File: src/rtl/tx_logic_2_pkg.sv
// tx_logic_2 shared definitions: default geometry, no-port sentinel and
// the per-port slice helper shared with the receive side.
package tx_logic_2_pkg;

  localparam int DEF_SIZE       = 8;
  localparam int DEF_PORT_COUNT = 5;
  localparam int DEF_DEST_LSB   = 0;
  localparam int DEF_DEST_WIDTH = 3;

  localparam int NO_PORT = -1;

  function automatic int slice_lsb(input int k, input int size);
    return size * k;
  endfunction

endpackage

File: src/rtl/tx_port_channel.sv
// tx_port_channel: one downstream link, holding a request toggle and the
// data word it guards; idle while the request matches the acknowledge.
module tx_port_channel #(
  parameter int SIZE = 8
) (
  input  logic            clk,
  input  logic            reset,
  input  logic            issue,
  input  logic [SIZE-1:0] item,
  input  logic            ack,
  output logic            req,
  output logic [SIZE-1:0] data,
  output logic            idle
);

  // Data and request toggle move together on an issue.
  always_ff @(posedge clk or posedge reset) begin
    if (reset) begin
      req  <= 1'b0;
      data <= '0;
    end else if (issue) begin
      req  <= ~req;
      data <= item;
    end
  end

  assign idle = (req == ack);

endmodule

File: src/rtl/tx_logic_2.sv
// tx_logic_2: pops the output fifo and forwards items by toggle handshake.
// Define TX_LOGIC_STATS_EN to add sent_count / drop_count outputs.
module tx_logic_2
  import tx_logic_2_pkg::*;
#(
  parameter int ID         = -1,
  parameter int SIZE       = DEF_SIZE,
  parameter int PORT_COUNT = DEF_PORT_COUNT,
  parameter int DEST_LSB   = DEF_DEST_LSB,
  parameter int DEST_WIDTH = DEF_DEST_WIDTH
) (
  input  logic                       clk,
  input  logic                       reset,
  output logic                       fifo_read,
  input  logic                       fifo_empty,
  input  logic [SIZE-1:0]            fifo_item_out,
  output logic [PORT_COUNT-1:0]      tx_req,
  input  logic [PORT_COUNT-1:0]      tx_ack,
  output logic [SIZE*PORT_COUNT-1:0] tx_data
`ifdef TX_LOGIC_STATS_EN
  ,
  output logic [15:0]                sent_count,
  output logic [15:0]                drop_count
`endif
);

  logic [DEST_WIDTH-1:0] dest;
  logic                  head_valid;
  int                    head_port;
  logic                  head_idle;
  logic                  issue;
  logic                  drop;
  logic [PORT_COUNT-1:0] port_idle;
  logic [PORT_COUNT-1:0] port_issue;
  logic                  unused_id;

  assign unused_id  = (ID == 0);
  assign dest       = fifo_item_out[DEST_LSB +: DEST_WIDTH];
  assign head_valid = (int'(dest) < PORT_COUNT);

  // Decode the head's port and whether that port can take it now.
  always_comb begin
    head_port = NO_PORT;
    head_idle = 1'b0;
    if (head_valid) head_port = int'(dest);
    for (int p = 0; p < PORT_COUNT; p++) begin
      if (head_port == p) head_idle = port_idle[p];
    end
  end

  // Issue, drop or block the head; reset suppresses the pop strobe.
  always_comb begin
    issue      = 1'b0;
    drop       = 1'b0;
    port_issue = '0;
    if (!reset && !fifo_empty) begin
      drop  = !head_valid;
      issue = head_valid && head_idle;
      for (int p = 0; p < PORT_COUNT; p++) begin
        port_issue[p] = issue && (head_port == p);
      end
    end
    fifo_read = issue || drop;
  end

  for (genvar k = 0; k < PORT_COUNT; k++) begin : g_port
    tx_port_channel #(
      .SIZE (SIZE)
    ) u_chan (
      .clk   (clk),
      .reset (reset),
      .issue (port_issue[k]),
      .item  (fifo_item_out),
      .ack   (tx_ack[k]),
      .req   (tx_req[k]),
      .data  (tx_data[slice_lsb(k, SIZE) +: SIZE]),
      .idle  (port_idle[k])
    );
  end

`ifdef TX_LOGIC_STATS_EN
  // Free-running issue and drop counters, wrapping at 16 bits.
  always_ff @(posedge clk or posedge reset) begin
    if (reset) begin
      sent_count <= '0;
      drop_count <= '0;
    end else begin
      if (issue) sent_count <= sent_count + 16'd1;
      if (drop)  drop_count <= drop_count + 16'd1;
    end
  end
`endif

endmodule

File: config.mk
export PLATFORM = sky130hd
export DESIGN_NAME = tx_logic_2
export DESIGN_NICKNAME = d
export VERILOG_FILES = /design/src/rtl/tx_logic_2_pkg.sv /design/src/rtl/tx_port_channel.sv /design/src/rtl/tx_logic_2.sv
export SDC_FILE = /design/constraint.sdc
export NUM_CORES = 1
export LEC_CHECK = 0
export ABC_AREA = 1
export CELL_PAD_IN_SITES_DETAIL_PLACEMENT = 0
export CELL_PAD_IN_SITES_GLOBAL_PLACEMENT = 1
export CORE_ASPECT_RATIO = 1.25
export CORE_MARGIN = 2
export CORE_UTILIZATION = 37
export CTS_CLUSTER_DIAMETER = 150
export CTS_CLUSTER_SIZE = 14
export DETAILED_ROUTE_END_ITERATION = 6
export PLACE_DENSITY_LB_ADDON = 0.1
export SYNTH_ARGS = -nofsm -noshare
export SYNTH_HDL_FRONTEND = slang
export SYNTH_SLANG_ARGS = --single-unit
File: constraint.sdc
create_clock -name clk -period 2.7 [get_ports clk]
set_input_delay 0.675 -clock clk [delete_from_list [all_inputs] [get_ports clk]]
set_output_delay 0.675 -clock clk [all_outputs]
set_load 0.1 [all_outputs]
==> summary.md, run 1 <==
| Metric | Value |
|---|---|
| Initial core utilization | `37.7%` |
| Combinational power share | `56.8%` |
| DR iter-0 viols | `68` |
| Synth Area in Adders | `0%` |
| GRT Total Usage | `15.2%` |
| Minimum clock period | `2630 ps` |
| Hold Startpoint | `g_port[2].u_chan.data[1]$_DFFE_PP0P_` |
| TritonCTS clock tree | `done` |
| Synth Register Bits | `45` |
| Crit path launch | `reset` |
| Seq/Total Area, Yosys | `56.1%` |
| Die area | `0.00603 mm²` |
| Share of cells above drive strength 1 | `32.9%` |
| Hpwl dp | `3160 µm` |
| Wirelength per Cell | `12.2 µm` |
| Simple-gate share of the synthesized area | `25.6%` |
| Nets | `292` |
| Placer Congestion | `0.787` |
| CP startpoint kind | `input port` |
| Final Max Tran Viols | `0` |
| Top post-synthesis cells by area | `dfrtp_1, nand2_1, inv_1` |
| Layout Utilization | `50.8%` |
| Vias | `1515` |
| Port Buffer Count | `61` |
| NetSw | `0.00177 W` |
| Die Wd | `69.9 µm` |
| Final setup fails | `0` |
| Pwr/cell area | `1150 mW/mm²` |
| CTS Sinks | `45` |
| Slew margin rel. | `69.5%` |
| Hold Slack | `468 ps` |
| Die height | `86.3 µm` |
| Max-cap violations | `0` |
| Maximum clock path buffer count | `2` |
| Final period utilization | `97.4%` |
| Residual DRC count | `0` |
| Clk pwr share | `13.6%` |
| Reg power frac | `29.7%` |
| Initial antenna violation count | `0` |
| Netlist Area Pre-Place | `0.00201 mm²` |
| I/O Pins | `62` |
| Syn Area/Cell | `9.74 µm²` |
| Clock root buffer | `clkbuf_8` |
| CTS buffer count | `5` |
| Global-route wire length before repair | `7300 µm` |
| Setup crit end kind | `primary output` |
| Site row count | `30` |
| Largest net degree at the start of global routing | `22` |
| Clock transition at path regs | `90 ps` |
| Worst slew pin tran | `457 ps` |
| P_int | `0.00135 W` |
| Clk_skew | `5.85 ps` |
| Warnings, synthesis | `0` |
| Via density per instance | `4.44` |
| CP Data Arrival Time | `1960 ps` |
| Post-route cell area | `0.00271 mm²` |
| Post-Synth XOR/XNOR Area | `1.31%` |
| Synth Area in Compound Gates | `5.74%` |
| Syn Inst Count | `206` |
| Total gr overflow | `0` |
| Antenna diode count | `0` |
| Final hold vios | `0` |
| Area growth syn-to-layout | `35.0%` |
| Hold/Removal Path Class | `flop to flop` |
| Routed Antenna Nets | `0` |
| Worst R2R Start | `g_port[4].u_chan.req$_DFFE_PP0P_` |
| DRT Wirelength | `4160 µm` |
| Leakage | `1.50 nW` |
| Crit path kind | `input port to primary output` |
| Synth unique cells | `27` |
| Postcts setup bufs | `0` |
| Main combinational cell family by area after synthesis | `simple AND/OR/NAND/NOR gates` |
| Placed Area | `0.00260 mm²` |
| Share of the synthesized area in the top cell type | `56.1%` |
| Sw frac | `56.7%` |
| Syn nets | `222` |
| Hold_buf cts | `0` |
| Fmax | `0.380 GHz` |
| Floorplan Core Area | `0.00533 mm²` |
| Vias in the first global route | `1534` |
| Clk_lat worst skew | `300 ps` |
| WP data required | `2030 ps` |
| Drt first pass iters | `4` |
| Status | `completed` |
| Worst-path fanout max | `3` |
| Area leader, netlist | `dfrtp_1` |
| RSZ-0062 raised after global routing | `false` |
| H-tree Lvls | `2` |
| Post-synthesis mux area share | `0%` |
| VDD IR-drop max | `0.525 mV` |
kinds of logic after synthesis:
group	Yosys count
XOR/XNOR	3
buffers and inverters	44
AO/OA/AOI/OAI	18
AND/OR/NAND/NOR	96
flip-flops	45
power groups by stage:
stage	Sequential, W	Combinational [W]	Clock [W]
after detailed placement	0.000942	0.00178	0
after global placement	0.000942	0.00178	0
after CTS	0.000930	0.00178	0.000443
final	0.000927	0.00178	0.000424
after global routing	0.000952	0.00185	0.000467
after floorplan	0.00185	0.000542	0
synthesized netlist by cell type, drive strengths merged:
master and number:
o21ai 16, xor2 3, and2 1, inv 33, nand2 65, a21oi 1, nor2 8, or2 1
o211ai 1, nand4 12, dfrtp 45, buf 11, nand3 8, nor3 1
worst max-delay path, cell delays in order:
cell and delay [ps]:
clkdlybuf4s50_1 520, nor2_4 160, nand2_1 70, o211ai_1 260, clkbuf_16 260
stage by stage:
step	cells	worst slack, ps	setup TNS (ps)	power, W
2_1_floorplan	206	-301	-301	0.00239
3_3_place_gp	333	-82.7	-82.7	0.00272
3_5_place_dp	333	-124	-124	0.00273
4_1_cts	341	45.5	0	0.00316
5_1_grt	341	12.3	0	0.00327
6_report	341	70.0	0	0.00313
layer usage:
metal / routed length, µm / GRT usage (%) / up-vias
met4: 67 / 5.24 / 0
li1: - / - / 774
met2: 2040 / 25.7 / 42
met1: 1830 / 19.0 / 692
met3: 223 / 3.84 / 7
met5: 0 / 0 / -
final timing paths:
kind                            slack (ps)  cells after the start                                   end
worst max-delay path                    70                      5                             fifo_read
worst min-delay path                   470                      2  g_port[2].u_chan.data[1]$_DFFE_PP0P_
worst max register to register        1150                      8  g_port[3].u_chan.data[2]$_DFFE_PP0P_
worst min register to register         470                      2  g_port[2].u_chan.data[1]$_DFFE_PP0P_
max in group asynchronous             1290                      3  g_port[4].u_chan.data[4]$_DFFE_PP0P_
min in group asynchronous              870                      2      g_port[4].u_chan.req$_DFFE_PP0P_
sequential cells by signal (all words and copies together), names as in the netlist:
| signal | count |
|---|---|
| g_port.u_chan.req | 5 |
| g_port.u_chan.data | 40 |
repair_timing:
item | CTS | global route
resized for setup | 2 | 5
pin swaps | 0 | 1
endpoints found under the setup margin | 1 | 1
gates cloned | 0 | 0
cell type report:
type                            count  area (µm²)
Clock buffer                        5        68.8
Clock inverter                      3        21.3
Fill cell                         530        2620
Inverter                           33         129
Multi-Input combinational cell    117         668
Sequential cell                    45        1130
Tap cell                           64        80.1
Timing Repair Buffer               74         616
placed cells by master, fill, tap and decap left out:
cell type	count
clkinv_2	1
nand4_1	12
nand2_1	62
clkbuf_8	5
and2_1	1
nand3_1	2
o211ai_1	1
inv_1	30
o21ai_1	6
nand3_4	3
nand3_2	3
nand2_8	1
nor2_1	4
clkinvlp_4	1
clkdlybuf4s50_1	10
nand2_4	2
dlygate4sd2_1	2
clkbuf_16	1
buf_4	58
dfrtp_1	45
xor2_1	3
nor2_4	3
inv_2	2
inv_6	2
nor2_2	1
o21ai_0	5
a21oi_2	1
o21ai_2	5
or2_2	1
dlymetal6s2s_1	3
nor3_4	1
(Power assumes the default switching activity.)
==> run 2, diff against run 1 <==
--- a/config.mk
+++ b/config.mk
@@ -18,3 +18,4 @@
 export SYNTH_ARGS = -nofsm -noshare
 export SYNTH_HDL_FRONTEND = slang
 export SYNTH_SLANG_ARGS = --single-unit
+export TNS_END_PERCENT = 10
==> results of run 2 <==
Final layout, timing and power as in run 1 (identical DEF).
